===== src/rtl/instr_encoder.sv =====
// Instruction encoder/loader: packs mnemonic + operands into ISA words
// and streams them into instruction memory, flagging out-of-range fields.
module instr_encoder #(
  parameter int ADDR_W    = 8,
  parameter int DEPTH     = 256,
  parameter int BASE_ADDR = 0
) (
  input  logic              clk,
  input  logic              rst,
  input  logic              clear,
  input  logic              in_valid,
  output logic              in_ready,
  input  logic [3:0]        in_mnem,
  input  logic [4:0]        in_rd,
  input  logic [4:0]        in_rs1,
  input  logic [4:0]        in_rs2,
  input  logic [31:0]       in_imm,
  output logic              imem_we,
  output logic [ADDR_W-1:0] imem_addr,
  output logic [31:0]       imem_wdata,
  output logic [ADDR_W:0]   word_count,
  output logic              full,
  output logic              err,
  output logic [1:0]        err_code,
  output logic [ADDR_W-1:0] err_addr
);

  typedef enum logic [1:0] {IDLE, ENC, WR} state_t;
  typedef enum logic [2:0] {K_R, K_SH, K_IRD, K_IRS, K_J, K_BAD} kind_t;

  localparam logic [ADDR_W:0]   DEPTH_C = (ADDR_W+1)'(DEPTH);
  localparam logic [ADDR_W-1:0] BASE_C  = ADDR_W'(BASE_ADDR);

  state_t      state, state_nx;
  kind_t       kind;
  logic [3:0]  mnem_q;
  logic [4:0]  rd_q, rs1_q, rs2_q;
  logic [31:0] imm_q, word, word_q;
  logic [5:0]  op, fn;
  logic [1:0]  chk;
  logic        rng_ok, fire;
  logic        s16_ok, u16_ok, u5_ok, u26_ok;

  assign full       = word_count == DEPTH_C;
  assign in_ready   = !rst && state == IDLE && !full && !clear;
  assign fire       = in_valid && in_ready;
  assign imem_we    = state == WR && !clear;
  assign imem_addr  = BASE_C + word_count[ADDR_W-1:0];
  assign imem_wdata = word_q;

  assign s16_ok = imm_q[31:15] == '0 || imm_q[31:15] == '1;
  assign u16_ok = imm_q[31:16] == '0;
  assign u5_ok  = imm_q[31:5] == '0;
  assign u26_ok = imm_q[31:26] == '0;

  always_comb begin
    op     = 6'b000000;
    fn     = 6'b000000;
    kind   = K_BAD;
    rng_ok = 1'b1;
    unique case (mnem_q)
      4'd0:  begin op = 6'b000000; fn = 6'b000001; kind = K_R; end
      4'd1:  begin op = 6'b000001; fn = 6'b000001; kind = K_R; end
      4'd2:  begin op = 6'b000001; fn = 6'b000010; kind = K_R; end
      4'd3:  begin op = 6'b000001; fn = 6'b000100; kind = K_R; end
      4'd4:  begin
        op = 6'b000010; fn = 6'b000010; kind = K_SH; rng_ok = u5_ok;
      end
      4'd5:  begin
        op = 6'b000010; fn = 6'b000011; kind = K_SH; rng_ok = u5_ok;
      end
      4'd6:  begin op = 6'b000101; kind = K_IRD; rng_ok = s16_ok; end
      4'd7:  begin op = 6'b001001; kind = K_IRD; rng_ok = u16_ok; end
      4'd8:  begin op = 6'b001010; kind = K_IRD; rng_ok = u16_ok; end
      4'd9:  begin op = 6'b001100; kind = K_IRD; rng_ok = u16_ok; end
      4'd10: begin op = 6'b001101; kind = K_IRD; rng_ok = s16_ok; end
      4'd11: begin op = 6'b001110; kind = K_IRS; rng_ok = s16_ok; end
      4'd12: begin op = 6'b001111; kind = K_IRS; rng_ok = s16_ok; end
      4'd13: begin op = 6'b010000; kind = K_IRS; rng_ok = s16_ok; end
      4'd14: begin op = 6'b010010; kind = K_J;   rng_ok = u26_ok; end
      default: kind = K_BAD;
    endcase
  end

  always_comb begin
    word = '0;
    chk  = 2'b00;
    unique case (kind)
      K_R:   word = {op, rs1_q, rs2_q, rd_q, 5'b0, fn};
      K_SH:  word = {op, imm_q[4:0], rs2_q, rd_q, 5'b0, fn};
      K_IRD: word = {op, rs1_q, rd_q, imm_q[15:0]};
      K_IRS: word = {op, rs1_q, rs2_q, imm_q[15:0]};
      K_J:   word = {op, imm_q[25:0]};
      default: word = '0;
    endcase
    // invalid mnemonic outranks any range failure
    if (kind == K_BAD)
      chk = 2'b01;
    else if (!rng_ok)
      chk = (kind == K_SH || kind == K_J) ? 2'b11 : 2'b10;
  end

  always_comb begin
    state_nx = state;
    unique case (state)
      IDLE:    if (fire) state_nx = ENC;
      ENC:     state_nx = (chk == 2'b00) ? WR : IDLE;
      WR:      state_nx = IDLE;
      default: state_nx = IDLE;
    endcase
    if (clear) state_nx = IDLE;
  end

  always_ff @(posedge clk or posedge rst) begin
    if (rst) begin
      state      <= IDLE;
      mnem_q     <= '0;
      rd_q       <= '0;
      rs1_q      <= '0;
      rs2_q      <= '0;
      imm_q      <= '0;
      word_q     <= '0;
      word_count <= '0;
      err        <= 1'b0;
      err_code   <= 2'b00;
      err_addr   <= '0;
    end else begin
      state <= state_nx;
      if (clear) begin
        word_count <= '0;
        err        <= 1'b0;
        err_code   <= 2'b00;
        err_addr   <= '0;
      end else begin
        if (fire) begin
          mnem_q <= in_mnem;
          rd_q   <= in_rd;
          rs1_q  <= in_rs1;
          rs2_q  <= in_rs2;
          imm_q  <= in_imm;
        end
        if (state == ENC) begin
          if (chk == 2'b00) begin
            word_q <= word;
          end else begin
            err <= 1'b1;
            if (!err) begin
              err_code <= chk;
              err_addr <= imem_addr;
            end
          end
        end
        if (state == WR)
          word_count <= word_count + (ADDR_W+1)'(1);
      end
    end
  end

endmodule


===== config.mk =====
export PLATFORM = sky130hd
export DESIGN_NAME = instr_encoder
export DESIGN_NICKNAME = d
export VERILOG_FILES = /design/src/rtl/instr_encoder.sv
export SDC_FILE = /design/constraint.sdc
export NUM_CORES = 1
export LEC_CHECK = 0
export CORE_MARGIN = 2
export CORE_UTILIZATION = 54
export CTS_CLUSTER_DIAMETER = 200
export CTS_CLUSTER_SIZE = 28
export DETAILED_ROUTE_END_ITERATION = 12
export HOLD_SLACK_MARGIN = 0.02
export PLACE_DENSITY = 0.85
export REMOVE_ABC_BUFFERS = 1
export SETUP_SLACK_MARGIN = 0.5
export SYNTH_ARGS = -nofsm -noshare
export SYNTH_HDL_FRONTEND = slang
export SYNTH_SLANG_ARGS = --single-unit

===== constraint.sdc =====
create_clock -name clk -period 7.1 [get_ports clk]
set_input_delay 0.71 -clock clk [delete_from_list [all_inputs] [get_ports clk]]
set_output_delay 0.71 -clock clk [all_outputs]
set_load 0.02 [all_outputs]

After elaboration in Yosys (flattened, before gate mapping)
Index checks and enable logic that the tools add are counted.
{"block": "word_totals", "n_memories": 0, "mem_bits_rw": 0, "inputBits": 55, "rom_bits": 0, "elab_cells": 97, "latch_bits": 0, "regBits": 105}
{"block": "classes", "reduce_logical": 33, "n_div": 0, "n_bitwise": 1, "shift": 0, "n_eq_ne": 26, "multipliers": 0, "order_cmp": 0, "addsub": 1, "muxes": 25}
{"operator": "$pmux 32 s5", "n": 1}
{"operator": "$pmux 5 s11", "n": 1}
{"operator": "$mux 8", "n": 4}
{"operator": "$eq 4x4->1 const B", "n": 7}
{"operator": "$logic_not 27->1", "n": 1}
{"operator": "$mux 2", "n": 9}
{"operator": "$mux 9", "n": 2}
{"operator": "$eq 17x17->1 const B", "n": 1}
{"operator": "$logic_not 17->1", "n": 1}
{"operator": "$eq 4x3->1 const B", "n": 4}
{"operator": "$logic_not 16->1", "n": 1}
{"operator": "$pmux 3 s5", "n": 1}
{"operator": "$pmux 3 s4", "n": 1}
{"operator": "$reduce_or 5->1", "n": 2}
{"operator": "$add 9x1->9 const B", "n": 1}
{"operator": "$eq 9x9->1 const B", "n": 1}
{"operator": "$reduce_or 3->1", "n": 3}
{"operator": "$eq 4x2->1 const B", "n": 2}
{"operator": "$eq 3x2->1 const B", "n": 2}
{"operator": "$eq 3x3->1 const B", "n": 2}
{"operator": "$logic_not 6->1", "n": 1}
{"operator": "$reduce_and 3->1", "n": 2}
{"operator": "$reduce_or 2->1", "n": 3}
{"operator": "$logic_and 1x1->1", "n": 5}
{"operator": "18 further kinds", "n": 28}

Longest topological paths before layout
{"block": "logic_depth", "word_depth": 12, "ltp_mapped": 9, "depth_no_buf": 7}

Worst setup path before layout
No wires, ideal clock.
{"block": "synth_timing", "path_kind": "register -> register", "start": "register word_count[0]", "end": "register rd_q[0]", "arrival_ns": 2.876, "stages_incl_launch_ff": 9, "setup_slack_ns": 4.099, "setup_time_ns": 0.125, "path_buffers": 1, "path_cell_list": "dfrtp_1 inv_1 ha_1 nor4b_1 and4b_1 nor4b_1 nand2_1 clkbuf_1 mux2_2"}
{"block": "synth_via", "elab_chain_len": 6}
{"item": "start: declaration", "line": "21", "source": "output logic [ADDR_W:0] word_count,"}
{"item": "start signal: assignment", "line": "154", "source": "word_count <= word_count + (ADDR_W+1)'(1);"}
{"item": "$eq 9x9->1", "line": "44", "source": "assign full = word_count == DEPTH_C;"}
{"item": "named net full", "line": "22", "source": "output logic full,"}
{"item": "$logic_not 1->1", "line": "45", "source": "assign in_ready = !rst && state == IDLE && !full && !clear;"}
{"item": "$logic_and 1x1->1 (2 in series)", "line": "45"}
{"item": "named net in_ready", "line": "12", "source": "output logic in_ready,"}
{"item": "$logic_and 1x1->1", "line": "46", "source": "assign fire = in_valid && in_ready;"}
{"item": "$reduce_and 2->1 (no source line)"}
{"item": "end signal: assignment", "line": "137", "source": "rd_q <= in_rd;"}
{"item": "end: declaration", "line": "37", "source": "logic [4:0] rd_q, rs1_q, rs2_q;"}
The timed path passes the listed nets, and every way through them passes these cells.
A chain may end at the register's enable or synchronous reset.

Worst setup path after layout
{"block": "layout_timing", "start": "register mnem_q[3]", "end": "register word_q[12] (netlist: imem_wdata[12])"}
{"block": "layout_via", "elab_chain_len": 10, "elab_cells_between_ends": 36, "classes_between": "eq/ne (19); mux (6); reduce/logical (11)"}
{"item": "start: declaration", "line": "36", "source": "logic [3:0] mnem_q;"}
{"item": "start signal: assignment", "line": "136", "source": "mnem_q <= in_mnem;"}
{"item": "$eq 4x4->1, or another cell as far along", "line": "61", "source": "unique case (mnem_q)"}
{"item": "$reduce_or 5->1 (no source line), or another cell as far along"}
{"item": "$pmux 3 s5", "line": "61"}
{"item": "$eq 3x1->1 / $eq 3x3->1 (equally long branches)", "line": "88, 100"}
{"item": "$logic_or 1x1->1", "line": "100", "source": "chk = (kind == K_SH || kind == K_J) ? 2'b11 : 2'b10;"}
{"item": "$mux 1", "line": "100"}
{"item": "$mux 2", "line": "99", "source": "else if (!rng_ok)"}
{"item": "$mux 2", "line": "97", "source": "if (kind == K_BAD)"}
{"item": "$logic_not 2->1", "line": "143", "source": "if (chk == 2'b00) begin"}
{"item": "$reduce_and 3->1 (no source line)"}
{"item": "end signal: assignment", "line": "144", "source": "word_q <= word;"}
{"item": "end: declaration", "line": "38", "source": "logic [31:0] imm_q, word, word_q;"}
Several ways; a longest one is shown, not always the timed one.

==> results.py <==
metrics = {
    "cells_and_area": {
        "diodes": 0,
        "multiInputGateArea_mm2": 0.00218,
        "seq_area_mm2": 0.00260,
        "synthToLayoutAreaGrowth_pct": 27.0,
        "fin_cells": 654,
        "num-nets-final": 595,
        "fin_util": 0.703,
        "layout-drive-gt1-share": 0.173,
        "fillers": 631,
        "design_area_mm2": 0.00643,
    },
    "drt": {
        "ant_nets": 0,
        "routed_wl_um": 11900,
        "vias": 3856,
        "post_drt_wl_per_cell_um": 18.2,
        "drtIter0Drc": 347,
        "drcViolationCount": 0,
        "routed_via_density": 5.90,
        "dr.pass1.iters": 6,
    },
    "job": {
        "cap_violations": 0,
    },
    "cts": {
        "cts_max_level": 3,
        "path_clk_slew_ns": 0.10,
        "clkSinkCount": 104,
        "cts_tree": "built",
        "clock_latency_ns": 0.37,
        "cts_inserted_buffers": 9,
        "postCtsSetupBuffers": 0,
        "cts_resized": 0,
        "cts_buffer_depth": 2,
        "cts_root_buf": "clkbuf_8",
        "hold_buffers": 0,
    },
    "timing": {
        "setup_violations": 0,
        "holdWs_ns": 0.515,
        "fin_setup_tns_ns": 0,
        "finalCriticalPeriod_ns": 3.30,
        "slew_headroom": 0.415,
        "fin_crit_sh": 0.465,
        "hold_viol_final": 0,
        "drv_slew": 0,
        "clock_skew_ns": 0.0134,
        "max_freq_mhz": 303,
        "fin_ws_ns": 3.80,
        "rsz0062_at_grt": "no",
        "worst_pin_slew_ns": 0.874,
    },
    "floorplan": {
        "start_util": 0.553,
        "core_area_mm2": 0.00915,
        "die_w_um": 101,
        "io_pins": 118,
        "num_rows": 35,
        "die_area_mm2": 0.0102,
        "die_h_um": 101,
    },
    "worst_setup_path": {
        "cp-end-kind": "flop",
        "reg2regPathDepth": 7,
        "crit_type": "reg -> reg",
        "critPathLaunchType": "flop",
        "reg2reg_to": "imem_wdata[12]",
        "crit_path_max_fanout": 27,
        "critical_path_arrival_ns": 3.55,
        "rr_startpoint": "mnem_q[3]",
        "r2r_setup_slack_ns": 3.80,
        "cp.required_ns": 7.35,
    },
    "worst_hold_path": {
        "holdPathStages": 1,
        "hold_start": "imem_wdata[23]",
        "hold_class": "reg -> reg",
        "worstHoldEndpoint": "imem_wdata[23]",
    },
    "run_status": {
        "outcome": "complete, no violations",
    },
    "global_route": {
        "grt.total_usage": 0.242,
        "overflow": 0,
        "grtUsageMet3": 0.0659,
        "grt_start_max_net_pins": 55,
        "met1_usage": 0.315,
        "grt_pass1_vias": 3797,
        "grt_pass1_wl_um": 19000,
        "use_met2": 0.397,
        "top_usage_layer": "met2",
        "antenna_found_initial": 0,
    },
    "yosys": {
        "synth_commonest_cells": "dfrtp_1, mux2_2, nand2_1",
        "ys.flop_type": "dfrtp_1",
        "syn_area_per_cell_um2": 11.5,
        "yosysTopAreaCell": "dfrtp_1",
        "netlist_area_mm2": 0.00506,
        "synth-edff-count": 0,
        "yosysMostFrequentCell": "dfrtp_1",
        "syn_inst": 441,
        "ys_types": 49,
        "synth_top_area_frac": 0.514,
        "synth_async_sr_flop_share": 1.00,
        "ys_ff_latch": 104,
        "synthTopCellsByArea": "dfrtp_1, mux2_2, mux2i_1",
        "yosysSeqAreaShare": 0.514,
        "yosysWarnings": 0,
    },
    "placed_design": {
        "finalWeightedCongestion": 0.915,
        "dpl.hpwl_um": 8630,
        "place_area_mm2": 0.00620,
        "place_inst": 638,
        "portBuffers": 116,
        "dp_worst_setup_slack_ns": 3.85,
    },
    "pwr": {
        "p_leak_nw": 2.73,
        "vdd_drop_max_uv": 162,
        "p_per_area_mw_per_mm2": 303,
        "power_mw": 1.95,
    },
}
==> worst max-delay path: stages, from the launching register on <==
cell	delay, ns
dfrtp_1	0.67
nor2b_1	0.59
a221o_1	0.28
and3_1	0.17
o22ai_2	0.14
a21oi_4	0.55
buf_4	0.39
mux2_2	0.37
==> cells by family (layout without fill, tap and decap cells) <==
| group | Yosys count | after routing | share of synthesized area |
|---|---|---|---|
| XOR/XNOR | 9 | 9 | 0.0156 |
| AO/OA/AOI/OAI | 65 | 65 | 0.0919 |
| multiplexers | 90 | 90 | 0.197 |
| other | 1 | 1 | 0.000741 |
| flip-flops | 104 | 104 | 0.514 |
| adder cells (fa/ha/maj) | 2 | 2 | 0.00494 |
| AND/OR/NAND/NOR | 112 | 112 | 0.119 |
| buffers and inverters | 58 | 160 | 0.0563 |
==> cells in the final DEF, fill, tap and decap left out, types with 4 or more instances in the layout <==
cell / Yosys / layout
clkdlybuf4s50_1: 0 / 116
dfrtp_1: 104 / 104
mux2_2: 63 / 63
nand2_1: 25 / 24
inv_1: 24 / 23
mux2i_1: 23 / 23
nor2_1: 22 / 22
nand2b_1: 17 / 17
a21oi_1: 15 / 15
o21ai_0: 14 / 14
a22o_1: 14 / 14
clkbuf_8: 0 / 9
nand3_1: 7 / 7
and3_1: 6 / 6
nand4_1: 6 / 6
xor2_1: 6 / 6
a22oi_1: 6 / 6
nor4_1: 5 / 5
a222oi_1: 5 / 5
or3_1: 4 / 4
nor2b_1: 4 / 4
nor3_1: 4 / 4
mux2_4: 4 / 4
buf_4: 12 / 4
==> flip-flops by register name, summed over array words and instances, names as in the netlist, 4 cells and up <==
| register | flops |
|---|---|
| imm_q | 32 |
| word_count | 9 |
| imem_wdata | 31 |
| rs2_q | 5 |
| rd_q | 5 |
| mnem_q | 4 |
| err_addr | 8 |
| rs1_q | 5 |
==> layer usage <==
layer | vias up | part of all wire
met5 | - | 0
met4 | 0 | 0.021
met3 | 25 | 0.076
met2 | 185 | 0.49
met1 | 1902 | 0.41
li1 | 1744 | -
==> how the worst max path moves through the flow <==
| stage | from | end | slack, ns | cells past startpoint |
|---|---|---|---|---|
| final | mnem_q[3] | imem_wdata[12] | 3.80 | 7 |
| after floorplan | word_count[0] | imm_q[0] | 3.07 | 7 |
| after global routing | mnem_q[2] | imem_wdata[12] | 3.62 | 7 |
| after CTS | word_count[0] | in_ready | 3.75 | 6 |
| after global placement | clear | in_ready | 3.86 | 5 |
| after detailed placement | clear | in_ready | 3.85 | 5 |
==> area by class of cell <==
| cell class | count | share of cell area |
|---|---|---|
| Multi-Input combinational cell | 279 | 0.339 |
| Timing Repair Buffer | 120 | 0.185 |
| Tap cell | 111 | 0.0216 |
| Sequential cell | 104 | 0.405 |
| Clock inverter | 7 | 0.0160 |
| Inverter | 24 | 0.0144 |
| Clock buffer | 9 | 0.0193 |
==> power by group <==
part	internal, mW	switching (mW)
clock	0.202	0.206
sequential	0.737	0.150
combinational	0.340	0.311
total	1.28	0.667
Power figures use the tool's default switching activity.
